<file path="src/rtl/trit_pkg.sv">
// rtl/trit_pkg.sv - trit encodings, FSM state type and trit decode helper
package trit_pkg;

    localparam logic [1:0] TRIT_ZERO = 2'b00;
    localparam logic [1:0] TRIT_POS  = 2'b01;
    localparam logic [1:0] TRIT_NEG  = 2'b11;
    localparam logic [1:0] TRIT_INV  = 2'b10;

    typedef enum logic [1:0] {
        ST_IDLE = 2'd0,
        ST_CONV = 2'd1,
        ST_DONE = 2'd2
    } state_t;

    // The invalid code folds to zero so conversion continues regardless of checking.
    function automatic logic signed [1:0] trit_to_int(input logic [1:0] code);
        case (code)
            TRIT_POS: return 2'sb01;
            TRIT_NEG: return 2'sb11;
            default:  return 2'sb00;
        endcase
    endfunction

endpackage

</file>
<file path="src/rtl/trit_decode.sv">
// rtl/trit_decode.sv - combinational 2-bit trit code to signed value plus invalid flag
module trit_decode
    import trit_pkg::*;
(
    input  logic [1:0]        code,
    output logic signed [1:0] value,
    output logic              inv
);

    assign value = trit_to_int(code);
    assign inv   = (code == TRIT_INV);

endmodule

</file>
<file path="src/rtl/trit27_to_bin.sv">
// rtl/trit27_to_bin.sv - serial balanced-ternary word to two's-complement converter
// Optional invalid-trit flag on o_err when TRIT_ERR_CHECK_EN is defined.
module trit27_to_bin
    import trit_pkg::*;
#(
    parameter int NUM_TRITS = 27,
    parameter int OUT_W     = 43
) (
    input  logic                   i_clk,
    input  logic                   i_arst_n,
    input  logic                   i_valid,
    output logic                   o_ready,
    input  logic [2*NUM_TRITS-1:0] i_trits,
    output logic                   o_valid,
    input  logic                   i_ready,
    output logic [OUT_W-1:0]       o_value,
    output logic                   o_err
);

    localparam int CNT_W = $clog2(NUM_TRITS);

    state_t                 state_q, state_d;
    logic [CNT_W-1:0]       cnt_q;
    logic [2*NUM_TRITS-1:0] sr_q;
    logic [OUT_W-1:0]       acc_q;
    logic [OUT_W-1:0]       acc_next;
    logic signed [1:0]      trit_val;
    logic                   trit_inv;
    logic                   accept;
    logic                   last;

    // Most significant trit sits at the top of the shift register (Horner order).
    trit_decode u_trit_decode (
        .code  (sr_q[2*NUM_TRITS-1 -: 2]),
        .value (trit_val),
        .inv   (trit_inv)
    );

    assign accept   = i_valid && o_ready;
    assign last     = (state_q == ST_CONV) && (cnt_q == '0);
    assign acc_next = (acc_q << 1) + acc_q + {{(OUT_W-2){trit_val[1]}}, trit_val};

    always_ff @(posedge i_clk) begin
        if (!i_arst_n) begin
            state_q <= ST_IDLE;
        end else begin
            state_q <= state_d;
        end
    end

    always_comb begin
        state_d = state_q;
        o_ready = 1'b0;
        o_valid = 1'b0;
        case (state_q)
            ST_IDLE: begin
                o_ready = i_arst_n;
                if (accept) state_d = ST_CONV;
            end
            ST_CONV: begin
                if (cnt_q == '0) state_d = ST_DONE;
            end
            ST_DONE: begin
                o_valid = 1'b1;
                if (i_ready) state_d = ST_IDLE;
            end
            default: state_d = ST_IDLE;
        endcase
    end

    always_ff @(posedge i_clk) begin
        if (!i_arst_n) begin
            cnt_q   <= '0;
            sr_q    <= '0;
            acc_q   <= '0;
            o_value <= '0;
        end else if (accept) begin
            cnt_q <= CNT_W'(NUM_TRITS - 1);
            sr_q  <= i_trits;
            acc_q <= '0;
        end else if (state_q == ST_CONV) begin
            cnt_q <= cnt_q - CNT_W'(1);
            sr_q  <= sr_q << 2;
            acc_q <= acc_next;
            if (last) o_value <= acc_next;
        end
    end

`ifdef TRIT_ERR_CHECK_EN
    logic err_q;

    always_ff @(posedge i_clk) begin
        if (!i_arst_n) begin
            err_q <= 1'b0;
            o_err <= 1'b0;
        end else if (accept) begin
            err_q <= 1'b0;
            o_err <= 1'b0;
        end else if (state_q == ST_CONV) begin
            err_q <= err_q | trit_inv;
            if (last) o_err <= err_q | trit_inv;
        end
    end
`else
    logic unused_inv;
    assign unused_inv = trit_inv;
    assign o_err      = 1'b0;
`endif

endmodule
</file>
<file path="config.mk">
export PLATFORM = sky130hd
export DESIGN_NAME = trit27_to_bin
export DESIGN_NICKNAME = d
export VERILOG_FILES = /design/src/rtl/trit_pkg.sv /design/src/rtl/trit_decode.sv /design/src/rtl/trit27_to_bin.sv
export SDC_FILE = /design/constraint.sdc
export NUM_CORES = 1
export LEC_CHECK = 0
export BUFFER_PORTS_ARGS = -buffer_cell sky130_fd_sc_hd__buf_2
export CELL_PAD_IN_SITES_DETAIL_PLACEMENT = 1
export CELL_PAD_IN_SITES_GLOBAL_PLACEMENT = 1
export CORE_ASPECT_RATIO = 0.75
export CORE_MARGIN = 2
export CORE_UTILIZATION = 35
export CTS_BUF_LIST = sky130_fd_sc_hd__clkbuf_16
export CTS_CLUSTER_DIAMETER = 60
export DETAILED_ROUTE_END_ITERATION = 7
export GPL_ROUTABILITY_DRIVEN = 1
export MAX_ROUTING_LAYER = met4
export PLACE_DENSITY = 0.65
export SLEW_MARGIN = 20
export SYNTH_ARGS = -nofsm -noshare
export SYNTH_HDL_FRONTEND = slang
export SYNTH_HIERARCHICAL = 1
export SYNTH_SLANG_ARGS = --single-unit
</file>
<file path="constraint.sdc">
create_clock -name i_clk -period 7.7 [get_ports i_clk]
set_input_delay 0.77 -clock i_clk [delete_from_list [all_inputs] [get_ports i_clk]]
set_output_delay 0.77 -clock i_clk [all_outputs]
set_load 0.02 [all_outputs]
</file>
=== After elaboration in Yosys (flattened, before gate mapping) ===
Cells that the tools add are included.

* Add/subtract/negate cells: 3
* Eq/ne operators: 7
* Muxes and demuxes: 11
* Bitwise logic cells: 2
* Reduce and logical (&&, ||, !) cells: 8

{| class="wikitable"
|+ Operator list
! cell !! number
|-
| $mux W54 || 2
|-
| $add A43 B43 Y43 || 2
|-
| $mux W5 || 2
|-
| $mux W2 || 3
|-
| $pmux W2 S3 || 1
|-
| $reduce_and A3 Y1 || 2
|-
| $logic_not A5 Y1 || 1
|-
| $sub A5 B1 Y5 const B || 1
|-
| $eq A2 B1 Y1 const B || 2
|-
| $eq A2 B2 Y1 const B || 2
|-
| $ne A2 B2 Y1 const B || 2
|-
| $pmux W2 S2 || 1
|-
| $logic_and A1 B1 Y1 || 2
|-
| $logic_not A2 Y1 || 1
|-
| $mux W1 || 2
|-
| $ne A2 B1 Y1 const B || 1
|-
| $not A1 Y1 || 2
|-
| $reduce_bool A2 Y1 || 1
|-
| $reduce_or A2 Y1 || 1
|}

* Register bits: 147
* Bits of input ports: 58
* Logic and storage cells: 37

=== Depth between registers and ports, before layout ===
* Word-level depth: 5
* Gate-level depth with buffers: 14
* Gate-level depth less buffers: 14

=== Cells and area by module ===
Netlist, hierarchy kept.

{| class="wikitable"
|+ Modules (own cells, without submodules)
! module !! times used !! cells each !! area each (µm²)
|-
| trit27_to_bin || 1 || 984 || 8355.5
|-
| trit_decode || 1 || 3 || 16.3
|}

=== Worst setup path after synthesis ===
No wires, ideal clock.

* Path type: register to register
* From: reg sr_q[52]
* To: reg acc_q[22]
* Setup time: 70 ps
* Arrival time: 4660 ps
* Path slack: 2970 ps
* Stages on the path, launching flop included: 13
* Path buffers: 0
* Path through: dfxtp_1 and2_1 fa_1 ha_1 a211o_1 a2111oi_4 o31ai_1 a221oi_2 o311ai_1 a211oi_1 xnor2_1 nand2_1 a21oi_1

* Longest elaborated chain between the ends: 3
* Elaborated cells on any way between the ends: 4

{| class="wikitable"
|+ RTL lines
! item !! RTL line !! text
|-
| from (decl) || trit27_to_bin.sv:24 || <nowiki>logic [2*NUM_TRITS-1:0] sr_q;</nowiki>
|-
| from (signal assigned) || trit27_to_bin.sv:79 || <nowiki>sr_q <= i_trits;</nowiki>
|-
| from (signal assigned) || trit27_to_bin.sv:83 || <nowiki>sr_q <= sr_q << 2;</nowiki>
|-
| $eq A2 B2 Y1 / $eq A2 B1 Y1 (equally long branches) || trit_pkg.sv:17 || <nowiki>case (code)</nowiki>
|-
| $pmux W2 S2 * || trit_pkg.sv:17 ||
|-
| named net trit_val[1] || trit27_to_bin.sv:27 || <nowiki>logic signed [1:0] trit_val;</nowiki>
|-
| $add A43 B43 Y43 * || trit27_to_bin.sv:41 || <nowiki>assign acc_next = (acc_q << 1) + acc_q + {{(OUT_W-2){trit_val[1]}}, trit_val};</nowiki>
|-
| to (signal assigned) || trit27_to_bin.sv:84 || <nowiki>acc_q <= acc_next;</nowiki>
|-
| to (decl) || trit27_to_bin.sv:25 || <nowiki>logic [OUT_W-1:0] acc_q;</nowiki>
|}

The timed path passes the listed nets; every way through them passes the cells marked *.
A chain may end at the register's enable or synchronous reset.

=== Final worst setup path ===
* From: reg sr_q[52]
* To: reg acc_q[32]

Same word-level chain as after synthesis.

==> impl_metrics.toml <==
[clock_network]
cts_num_sinks = 147
post_cts_resized = 0
numCtsBuffers = 17
cts-root-buf = "clkbuf_16"
clk_latency_ns = 0.44
cts_tree = "yes"
clk_pin_slew_ns = 0.07
clockBufferDepth = 2
ctsHoldBuffers = 0
h-tree-depth = 4
post_cts_buffers = 0

[pwr]
seqPwrFrac_pct = 41.2
clock_power_share_pct = 42.7
power_switching_share_pct = 33.7
ir_drop_uv = 160
power_density_nw_per_um2 = 207
p_switching_uw = 680
pwr-share-comb_pct = 16.1
cell_internal_pwr_mw = 1.34
leakagePower_nw = 4.13

[timing]
worst_pin_slew_ns = 1.05
tns_ns = 0
max_freq_ghz = 0.223
hold_violations = 0
clock_skew_ns = 0.0156
whs_ns = 0.452
rsz0062_at_grt = "false"
period_needed_ns = 4.49
drv_slew = 0
slew_headroom_pct = 29.7
fin_crit_sh_pct = 58.3
finalSetupViolCount = 0

[setup_path]
endpoint_kind = "flop"
crit_type = "flop to flop"
path_cells = "and2_2 -> buf_4 -> fa_1 -> ha_1 -> a21oi_1 -> o21ai_0 -> a221oi_1 -> o221ai_4 -> a21oi_1 -> o21bai_1 -> xor2_1 -> nand2_1 -> a21oi_1"
critPathArrivalTime_ns = 4.87
slowest_stage = "buf_4"
slowest_delay_ns = 0.56
worst_setup_path_start_kind = "flop"
cp_max_fo = 42
cp_common_cell = "a21oi_1"
critPathRequiredTime_ns = 8.08
reg2reg_depth = 13

[grt]
grt-ovfl-total = 0
grt_max_degree = 95
grt_pass1_vias = 7279
track_usage_pct = 20.7
grt_first_pass_wirelength_um = 39900
antenna_found_initial = 1

[synthesis]
syn_nets = 1130
synth_cells = 986
ys_warn_count = 6
postSynthAreaPerCell_sq_um = 8.48
syn-cell-area_sq_um = 8370

[detailed_routing]
drt-total-wl_um = 24500
drc = 0
vias = 7294
via_per_inst = 5.33
ant_nets = 0
dr.pass1.iters = 5
drt_iter0_markers = 497
routedWlPerCell_um = 17.9

[floorplanning]
dieHeight_um = 138
core-area_sq_um = 23200
pin_count = 104
initial_core_util_pct = 36.0
chipWidth_um = 183
rows = 48
dieArea_sq_um = 25200

[placed_design]
place.gp.congestion = 0.880
postPlaceCellArea_sq_um = 9100
io_buffers = 102
hpwl_um = 17000

[finish]
post-route-util_pct = 41.8
drive_above_1_share_pct = 15.0
final_area_sq_um = 9720
layout.nets = 1199
area_growth_pct = 16.1

[flow_run]
drv_cap = 0

[run_status]
status = "finished clean"

[worst_hold_path]
min_path_cells = 2
hold_class = "flop to flop"
state kept, by name, indices dropped and copies added, names as in the netlist:
signal,cells
cnt_q,5
o_value,43
state_q,2
acc_q,43
sr_q,54
per-stage QoR:
stage          setup slack, ns  power, mW  std cells
6_report                  3.21       2.02       1369
5_1_grt                   2.80       2.11       1369
4_1_cts                   3.26       2.04       1368
3_5_place_dp              3.27       1.18       1336
3_3_place_gp              3.41       1.17       1336
2_1_floorplan             2.99       1.06        986
cell usage in the layout (no fill, tap or decap), types with 5 or more instances in the layout:
| cell | count |
|---|---|
| nand2_1 | 206 |
| a21oi_1 | 155 |
| dfxtp_1 | 147 |
| buf_2 | 102 |
| a22oi_1 | 52 |
| ha_1 | 44 |
| fa_1 | 42 |
| nor2_1 | 34 |
| xnor2_1 | 30 |
| o21ai_0 | 29 |
| nand3_1 | 27 |
| a21o_1 | 22 |
| clkbuf_16 | 17 |
| a211oi_1 | 14 |
| xor2_1 | 12 |
| nand4_1 | 11 |
| inv_1 | 10 |
| nand2b_1 | 8 |
| buf_4 | 7 |
| clkinv_8 | 6 |
| and3_1 | 5 |
| and2_1 | 5 |
| nor3_1 | 5 |
layout make-up:
cell class | instances | area [sq um]
fill | 2755 | 13500
multi-input combinational | 769 | 5180
sequential | 147 | 2940
timing repair buffer | 109 | 563
clock buffer | 17 | 425
tap | 300 | 375
clock inverter | 15 | 185
inverter | 11 | 41.3
antenna | 1 | 2.50
worst max-delay path, delay by kind of cell, from the launching register on:
kind / cells / cell delay (ns)
AO/OA/AOI/OAI: 7 / 2.07
adder cells (fa/ha/maj): 2 / 0.92
buffers and inverters: 1 / 0.56
flip-flops: 1 / 0.36
AND/OR/NAND/NOR: 2 / 0.22
XOR/XNOR: 1 / 0.22
power by group through the flow:
stage	combinational, mW	clock, mW	sequential [mW]
3_5_place_dp	0.328	0	0.849
6_report	0.325	0.860	0.831
2_1_floorplan	0.216	0	0.849
5_1_grt	0.365	0.909	0.838
3_3_place_gp	0.324	0	0.848
4_1_cts	0.330	0.883	0.832
metal layers:
layer | part of all wire (%) | track usage (%) | up-vias | wire [um]
li1 | - | - | 3613 | -
met1 | 53 | 30.4 | 3549 | 12900
met2 | 43 | 29.6 | 122 | 10600
met3 | 3.6 | 3.49 | 10 | 885
met4 | 0.58 | 4.84 | 0 | 142
met5 | 0 | - | - | 0
path summary, 6_finish.rpt:
| path | startpoint | to | slack [ns] |
|---|---|---|---|
| setup / recovery | sr_q[52]$_SDFFE_PN0P_ | acc_q[32]$_SDFFE_PP0P_ | 3.21 |
| hold / removal | o_value[6]$_SDFFE_PN0P_ | o_value[6]$_SDFFE_PN0P_ | 0.45 |
| setup reg to reg | sr_q[52]$_SDFFE_PN0P_ | acc_q[32]$_SDFFE_PP0P_ | 3.21 |
| hold reg to reg | o_value[6]$_SDFFE_PN0P_ | o_value[6]$_SDFFE_PN0P_ | 0.45 |
Power figures use the tool's default switching activity.
